[src/rtl/barker_correlator.sv]
// ---------------------------------------------------------------------------
// barker_correlator
//
// Correlates each received 1-bit AXI-Stream frame against a Barker code,
// then thresholds the score. It emits one result beat per frame that carries
// the signed score and the detect and length-error flags. It also keeps a
// saturating count of the detections that downstream has accepted.
//
// Ports
//   i_clk            clock, rising edge
//   i_rst_n          synchronous reset, active-low
//   s_axis_tdata     received bit
//   s_axis_tvalid    input beat valid
//   s_axis_tlast     last bit of the frame
//   s_axis_tready    input accept (only while collecting)
//   m_axis_tdata     signed two's-complement correlation score
//   m_axis_tuser     bit0 = detect, bit1 = len_err
//   m_axis_tvalid    result valid
//   m_axis_tlast     high together with m_axis_tvalid (one beat per frame)
//   m_axis_tready    downstream accept
//   o_det_cnt        saturating count of accepted detect=1 results
// ---------------------------------------------------------------------------
module barker_correlator #(
  parameter int                 SEQ_LEN    = 11,
  parameter logic [SEQ_LEN-1:0] GOLDEN_SEQ = 11'b11100010010,
  parameter int                 THRESHOLD  = 9,
  parameter int                 SCORE_W    = 5,
  parameter int                 CNT_W      = 16
) (
  input  logic                      i_clk,
  input  logic                      i_rst_n,
  input  logic                      s_axis_tdata,
  input  logic                      s_axis_tvalid,
  input  logic                      s_axis_tlast,
  output logic                      s_axis_tready,
  output logic signed [SCORE_W-1:0] m_axis_tdata,
  output logic [1:0]                m_axis_tuser,
  output logic                      m_axis_tvalid,
  output logic                      m_axis_tlast,
  input  logic                      m_axis_tready,
  output logic [CNT_W-1:0]          o_det_cnt
);

  typedef enum logic [1:0] {
    S_COLLECT = 2'd0,
    S_SCORE   = 2'd1,
    S_EMIT    = 2'd2
  } state_t;

  localparam logic [3:0]                LEN_BEATS = 4'(SEQ_LEN);
  localparam logic signed [SCORE_W-1:0] THR       = SCORE_W'(THRESHOLD);
  localparam logic signed [SCORE_W-1:0] ONE       = SCORE_W'(1);

  state_t                     state, state_next;
  logic [SEQ_LEN-1:0]         sr;
  logic [3:0]                 bcnt;
  logic                       in_fire;
  logic signed [SCORE_W-1:0]  score;
  logic                       len_err;
  logic                       detect;

  // +1 for every bit that matches the reference, -1 for every bit that differs.
  function automatic logic signed [SCORE_W-1:0] corr_score(input logic [SEQ_LEN-1:0] bits);
    logic signed [SCORE_W-1:0] acc;
    acc = '0;
    for (int i = 0; i < SEQ_LEN; i++) begin
      if (bits[i] == GOLDEN_SEQ[i]) acc = acc + ONE;
      else                          acc = acc - ONE;
    end
    return acc;
  endfunction

  function automatic logic [3:0] sat_inc_beats(input logic [3:0] v);
    return (&v) ? v : v + 4'd1;
  endfunction

  function automatic logic [CNT_W-1:0] sat_inc_cnt(input logic [CNT_W-1:0] v);
    return (&v) ? v : v + CNT_W'(1);
  endfunction

  assign in_fire = s_axis_tvalid && s_axis_tready;
  assign score   = corr_score(sr);
  // bcnt already includes the tlast beat by the time S_SCORE is reached.
  assign len_err = (bcnt != LEN_BEATS);
  assign detect  = !len_err && (score >= THR);

  // State register
  always_ff @(posedge i_clk) begin
    if (!i_rst_n) state <= S_COLLECT;
    else          state <= state_next;
  end

  // Next state and input-side handshake
  always_comb begin
    state_next    = state;
    s_axis_tready = 1'b0;
    unique case (state)
      S_COLLECT: begin
        // Held low during reset so that no beat appears accepted while reset is asserted.
        s_axis_tready = i_rst_n;
        if (s_axis_tvalid && s_axis_tlast) state_next = S_SCORE;
      end
      S_SCORE: state_next = S_EMIT;
      S_EMIT:  if (m_axis_tready) state_next = S_COLLECT;
      default: state_next = S_COLLECT;
    endcase
  end

  // Collect / score / emit datapath
  always_ff @(posedge i_clk) begin
    if (!i_rst_n) begin
      sr            <= '0;
      bcnt          <= '0;
      m_axis_tdata  <= '0;
      m_axis_tuser  <= '0;
      m_axis_tvalid <= 1'b0;
      m_axis_tlast  <= 1'b0;
      o_det_cnt     <= '0;
    end else begin
      unique case (state)
        S_COLLECT: begin
          if (in_fire) begin
            sr   <= {sr[SEQ_LEN-2:0], s_axis_tdata};
            bcnt <= sat_inc_beats(bcnt);
          end
        end
        S_SCORE: begin
          m_axis_tdata  <= score;
          m_axis_tuser  <= {len_err, detect};
          m_axis_tvalid <= 1'b1;
          m_axis_tlast  <= 1'b1;
          // Clearing here zero-extends a following short frame.
          sr            <= '0;
          bcnt          <= '0;
        end
        S_EMIT: begin
          if (m_axis_tready) begin
            m_axis_tvalid <= 1'b0;
            m_axis_tlast  <= 1'b0;
            if (m_axis_tuser[0]) o_det_cnt <= sat_inc_cnt(o_det_cnt);
          end
        end
        default: ;
      endcase
    end
  end

endmodule
[config.mk]
export PLATFORM = sky130hd
export DESIGN_NAME = barker_correlator
export DESIGN_NICKNAME = d
export VERILOG_FILES = /design/src/rtl/barker_correlator.sv
export SDC_FILE = /design/constraint.sdc
export NUM_CORES = 1
export LEC_CHECK = 0
export BUFFER_PORTS_ARGS = -buffer_cell sky130_fd_sc_hd__buf_2
export CAP_MARGIN = 20
export CORE_ASPECT_RATIO = 0.5
export CORE_MARGIN = 2
export CORE_UTILIZATION = 52
export DETAILED_ROUTE_END_ITERATION = 6
export GPL_TIMING_DRIVEN = 0
export HOLD_SLACK_MARGIN = 0.02
export PLACE_DENSITY = 0.76
export SLEW_MARGIN = 20
export SYNTH_ARGS = -nofsm -noshare
export SYNTH_HDL_FRONTEND = slang
export SYNTH_SLANG_ARGS = --single-unit
[constraint.sdc]
create_clock -name i_clk -period 6.2 [get_ports i_clk]
set_input_delay 1.24 -clock i_clk [delete_from_list [all_inputs] [get_ports i_clk]]
set_output_delay 1.24 -clock i_clk [all_outputs]
set_load 0.01 [all_outputs]
# Word-level counts from Yosys, hierarchy flattened
# Index checks and enable logic that the tools add are counted.
# W data, S select, Z words.
[classes]
reduce_logical = 14
mux = 22
n_addsub = 22
n_eq_ne = 7
magnitude_cmp = 1
n_bitwise = 1
[ops]
columns = ["operator", "count"]
rows = [
  ["$mux W5", 11],
  ["$add A5 B2 Y5 const B", 10],
  ["$sub A5 B2 Y5 const B", 10],
  ["$pmux W11 S2", 1],
  ["$add A16 B1 Y16 const B", 1],
  ["$reduce_and A16 Y1", 1],
  ["$mux W11", 1],
  ["$mux W4", 2],
  ["$ne A2 B2 Y1 const B", 4],
  ["$pmux W4 S2", 1],
  ["$reduce_and A4 Y1", 2],
  ["$pmux W2 S3", 1],
  ["$reduce_and A2 Y1", 3],
  ["$ge A5 B5 Y1 const B", 1],
  ["$add A4 B1 Y4 const B", 1],
  ["$mux W2", 2],
  ["$ne A4 B4 Y1 const B", 1],
  ["$reduce_bool A2 Y1", 2],
  ["$logic_and A1 B1 Y1", 3],
  ["$reduce_and A3 Y1", 1],
  ["$eq A2 B1 Y1 const B", 1],
  ["$eq A2 B2 Y1 const B", 1],
  ["$logic_not A2 Y1", 1],
  ["$mux W1", 2],
  ["3 further kinds", 3],
]
[totals]
register_bits = 41
output_inout_bits = 26

# Logic depth before layout (Yosys ltp)
[logic_depth]
ltp_word = 23
ltp_mapped = 24
depth_no_buf = 24

# Least setup slack after synthesis
# OpenSTA, ideal clock, no wires.
[synth_timing]
path_kind = "reg2reg"
start = "register sr[1]"
end = "register m_axis_tdata[4]"
required_ps = 6085
path_slack_ps = 86
period_less_slack_ps = 6114
stages_incl_launch_ff = 23
t_arrival_ps = 5999
n_path_buf = 0
cell_sequence = "dfxtp_1 -> inv_1 -> fa_1 -> ha_1 -> fa_1 -> inv_1 -> fa_1 -> ha_1 -> xnor2_1 -> inv_1 -> fa_1 -> inv_1 -> ha_1 -> xnor2_1 -> fa_1 -> ha_1 -> xnor2_1 -> ha_1 -> a21o_1 -> a21oi_1 -> xnor3_1 -> xnor3_1 -> o21ba_1"
[synth_via]
elab_chain_cells = 19
[synth_rtl]
columns = ["item", "line", "source"]
rows = [
  ["start, declared", "55", "logic [SEQ_LEN-1:0] sr;"],
  ["start signal, assigned", "123", "sr <= {sr[SEQ_LEN-2:0], s_axis_tdata};"],
  ["$mux W5 (*)", "67", "if (bits[i] == GOLDEN_SEQ[i]) acc = acc + ONE;"],
  ["$add A5 B2 Y5 / $sub A5 B2 Y5 (equally long branches)", "67, 68", ""],
  ["$mux W5 (*)", "67", ""],
  ["$add A5 B2 Y5 / $sub A5 B2 Y5 (equally long branches)", "67, 68", ""],
  ["$mux W5 (*)", "67", ""],
  ["$sub A5 B2 Y5 / $add A5 B2 Y5 (equally long branches)", "68, 67", ""],
  ["$mux W5 (*)", "67", ""],
  ["$add A5 B2 Y5 / $sub A5 B2 Y5 (equally long branches)", "67, 68", ""],
  ["[3 not listed]", "--", ""],
  ["$add A5 B2 Y5 / $sub A5 B2 Y5 (equally long branches)", "67, 68", ""],
  ["$mux W5 (*)", "67", ""],
  ["$sub A5 B2 Y5 / $add A5 B2 Y5 (equally long branches)", "68, 67", ""],
  ["$mux W5 (*)", "67", ""],
  ["$sub A5 B2 Y5 / $add A5 B2 Y5 (equally long branches)", "68, 67", ""],
  ["$mux W5 (*)", "67", ""],
  ["$sub A5 B2 Y5 / $add A5 B2 Y5 (equally long branches)", "68, 67", ""],
  ["$mux W5 (*)", "67", ""],
  ["end signal, assigned", "128", "m_axis_tdata <= score;"],
  ["end, declared", "36", "output logic signed [SCORE_W-1:0] m_axis_tdata,"],
]
# Every way passes the cells marked *; elsewhere a longest branch is shown, timed or not.
# A chain may end at the register's enable or synchronous reset.

# Worst setup path after layout
[layout_timing]
start = "register sr[0]"
end = "register m_axis_tdata[4]"
[layout_via]
elab_chain_cells = 21
[layout_rtl]
columns = ["item", "line"]
rows = [
  ["$mux W5 (*)", "67"],
  ["$sub A5 B2 Y5 / $add A5 B2 Y5 (equally long branches)", "68, 67"],
  ["$mux W5 (*)", "67"],
  ["$add A5 B2 Y5 / $sub A5 B2 Y5 (equally long branches)", "67, 68"],
  ["$mux W5 (*)", "67"],
  ["$add A5 B2 Y5 / $sub A5 B2 Y5 (equally long branches)", "67, 68"],
  ["$mux W5 (*)", "67"],
  ["$sub A5 B2 Y5 / $add A5 B2 Y5 (equally long branches)", "68, 67"],
  ["[5 not listed]", "--"],
  ["$add A5 B2 Y5 / $sub A5 B2 Y5 (equally long branches)", "67, 68"],
  ["$mux W5 (*)", "67"],
  ["$sub A5 B2 Y5 / $add A5 B2 Y5 (equally long branches)", "68, 67"],
  ["$mux W5 (*)", "67"],
  ["$sub A5 B2 Y5 / $add A5 B2 Y5 (equally long branches)", "68, 67"],
  ["$mux W5 (*)", "67"],
  ["$sub A5 B2 Y5 / $add A5 B2 Y5 (equally long branches)", "68, 67"],
  ["$mux W5 (*)", "67"],
]
# Marked as above.

==> flow_summary.ini <==
[global_routing]
grt_pass1_vias = 2081
grt_pass1_wl_mm = 8.71
track_usage_pct = 19.6
gr-total-overflow = 0
grt_max_degree = 14
antenna_found_initial = 0

[detailed_routing]
via_per_inst = 5.12
ant_nets = 0
wire_per_inst_um = 12.5
num_vias = 2095
drt-initial-drc-count = 92
drc_errors = 0
drt_pass1_iterations = 4
routed_wl_mm = 5.13

[timing]
drv_slew = 0
setup_viol = 0
rsz0062_at_grt = false
post-route-min-period_ns = 6.02
fin_worst_skew_ns = 0.0101
worstMarginPinSlew_ns = 0.454
max_freq_mhz = 166
slew_headroom_pct = 69.7
fin_crit_sh_pct = 97.1
hold_viol = 0

[power]
combPwrFrac_pct = 37.6
p_int_w = 0.000507
share_seq_of_total_power_pct = 37.3
p_leak_nw = 1.36
p_sw_w = 0.000220
p_per_area_nw_per_um2 = 239
p_clk_share_pct = 25.0
max-vdd-ir-drop_v = 0.000185
p_sw_share_pct = 30.2
power.total_w = 0.000727

[finish]
fin_cells = 409
antenna_cells = 0
final_nets = 378
final_common_cell = dfxtp_1
final_cell_mix = 40 x dfxtp_1, 35 x nand2_1, 31 x nor2_1, 31 x buf_2, 24 x ha_1
layout-drive-gt1-share_pct = 17.1
area_growth_pct = 17.3

[logic_synthesis]
async_flop_share_pct = 0
ys.flop_type = dfxtp_1
yosysUniqueCellTypes = 40
syn-cell-area_um2 = 2590
netlist_instances = 298
ys_seq_elements = 41
synth_top_area_share_pct = 31.7
ys_warn_count = 0
yosys.area.top_type = dfxtp_1
synth_nets = 338
synth_edf_count = 0
synth_area_leaders = dfxtp_1 32%, ha_1 14%, xnor2_1 6.8%
syn_avg_cell_area_um2 = 8.68
yosysSeqAreaShare_pct = 31.7

[clock_network]
cts_max_level = 2
cts_tree = done
cts_sinks = 41
numCtsBuffers = 5
clk_latency_ns = 0.30
cts_buffer_depth = 2
path_clk_slew_ns = 0.08
clock-root-buffer = clkbuf_8

[placed_design]
place_hpwl_mm = 3.89
place.gp.congestion = 0.755
port_buffers = 31
dp_cells = 399

[floorplan]
core_area_um2 = 4860
dieArea_um2 = 5590
rows = 18
boundaryPins = 32
dieWidth_um = 104
initial_core_util_pct = 53.2
die_h_um = 53.9

[critical_path]
cp.required_ns = 6.40
crit_chain = fa_1, ha_1, fa_1, inv_1, fa_1, ha_4, xnor2_2, inv_1, fa_1, inv_1, ha_4, xnor2_2, fa_1, ha_4, xnor2_2, ha_1, a21o_1, a21oi_4, xnor3_1, xnor3_1, o21ba_1
crit_slowest_cell = fa_1
cp_max_fo = 3
r2r_cells = 21
cp.arrival_ns = 6.22
cpMostUsedCell = fa_1
cp_top_family = adder cells
crit_path_max_incr_delay_ns = 0.54
critical_path_class = flip-flop to flip-flop
worstSetupEndpointType = flip-flop
cp.buffers_inverters = 3
crit_path_start_kind = flip-flop
worstSetupPathDepth = 21

[run_status]
status = finished, final reports clean

[run]
maxCapViolations = 0

[worst_hold_path]
hold_depth = 2
min_path_type = flip-flop to flip-flop
## metrics by stage
step / setup slack [ns] / setup TNS (ns) / instance area, um2 / util [%] / hold slack [ns]
final: 0.182 / 0 / 3030 / 62.4 / 0.460
after global routing: 0.00262 / 0 / 3030 / 62.4 / 0.501
after CTS: 0.0358 / 0 / 3010 / 61.8 / 0.462
after detailed placement: -0.435 / -0.803 / 2830 / 58.2 / 0.451
after global placement: -0.224 / -0.386 / 2830 / 58.2 / 0.440
after floorplan: 0.0863 / 0 / 2590 / - / 0.445
## area by class of cell
cell class	instances	area, um2
clock inverter	2	13.8
inverter	24	90.1
clock buffer	6	82.6
buffer	9	45.0
fill	415	1830
sequential	41	822
tap	70	87.6
timing repair buffer	33	170
multi-input combinational	224	1720
## flip-flops by register name, summed over array words and instances, names as in the netlist
register      flops
o_det_cnt        16
sr               11
m_axis_tdata      5
bcnt              4
m_axis_tuser      2
state             2
m_axis_tlast      1
## synthesized netlist by cell type (all sizes together) (2+ instances only)
master / count
mux2i: 3
and3: 5
a21oi: 24
nand2b: 3
a21o: 6
nand3: 13
nor2b: 2
clkbuf: 7
fa: 6
dfxtp: 41
inv: 24
nor2: 32
o21ai: 5
and4: 3
xor2: 17
xnor2: 20
o21a: 4
ha: 28
xnor3: 2
buf: 2
nand2: 35
and2: 2
## repair_timing
| action | CTS | global route |
|---|---|---|
| hold buffers | 0 | 0 |
| setup endpoints to repair | 2 | 2 |
| setup buffers | 2 | 0 |
| gates cloned | 0 | 0 |
| pin swaps | 4 | 7 |
| gates resized for setup | 7 | 4 |
## tightest hold or removal path, stage by stage, from the launching register on
cell	delay, ns
dfxtp_1	0.31
nand2_1	0.05
a21oi_1	0.05
## per-layer routing
metal  part of all wire (%)  global-route usage (%)
met5                      0                       0
met4                    1.8                    7.21
met3                    4.1                    5.45
met2                     50                    39.1
met1                     44                    20.8
## cells by family after synthesis
group	count (synthesis)	share of synthesized area, %
AOI/OAI and AO/OA	45	10.6
xor gates and xnor gates	39	14.3
adders and majority gates	34	18.2
buffers and inverters	33	5.22
DFF	41	31.7
muxes	4	1.60
and+or+nand+nor	102	18.4
## worst paths after layout
check	end	from	slack, ns
worst min-delay path	m_axis_tdata[1]	m_axis_tdata[1]	0.46
worst max-delay path	m_axis_tdata[4]	sr[0]	0.18
worst min register to register	m_axis_tdata[1]	m_axis_tdata[1]	0.46
worst max register to register	m_axis_tdata[4]	sr[0]	0.18
## power groups by stage
stage / Clock [W] / Sequential [W] / Combinational, W
5_1_grt: 0.000199 / 0.000272 / 0.000299
4_1_cts: 0.000186 / 0.000271 / 0.000241
6_report: 0.000182 / 0.000271 / 0.000273
3_3_place_gp: 0 / 0.000277 / 0.000207
2_1_floorplan: 0 / 0.000278 / 0.000173
3_5_place_dp: 0 / 0.000277 / 0.000214
(Power assumes the default switching activity.)
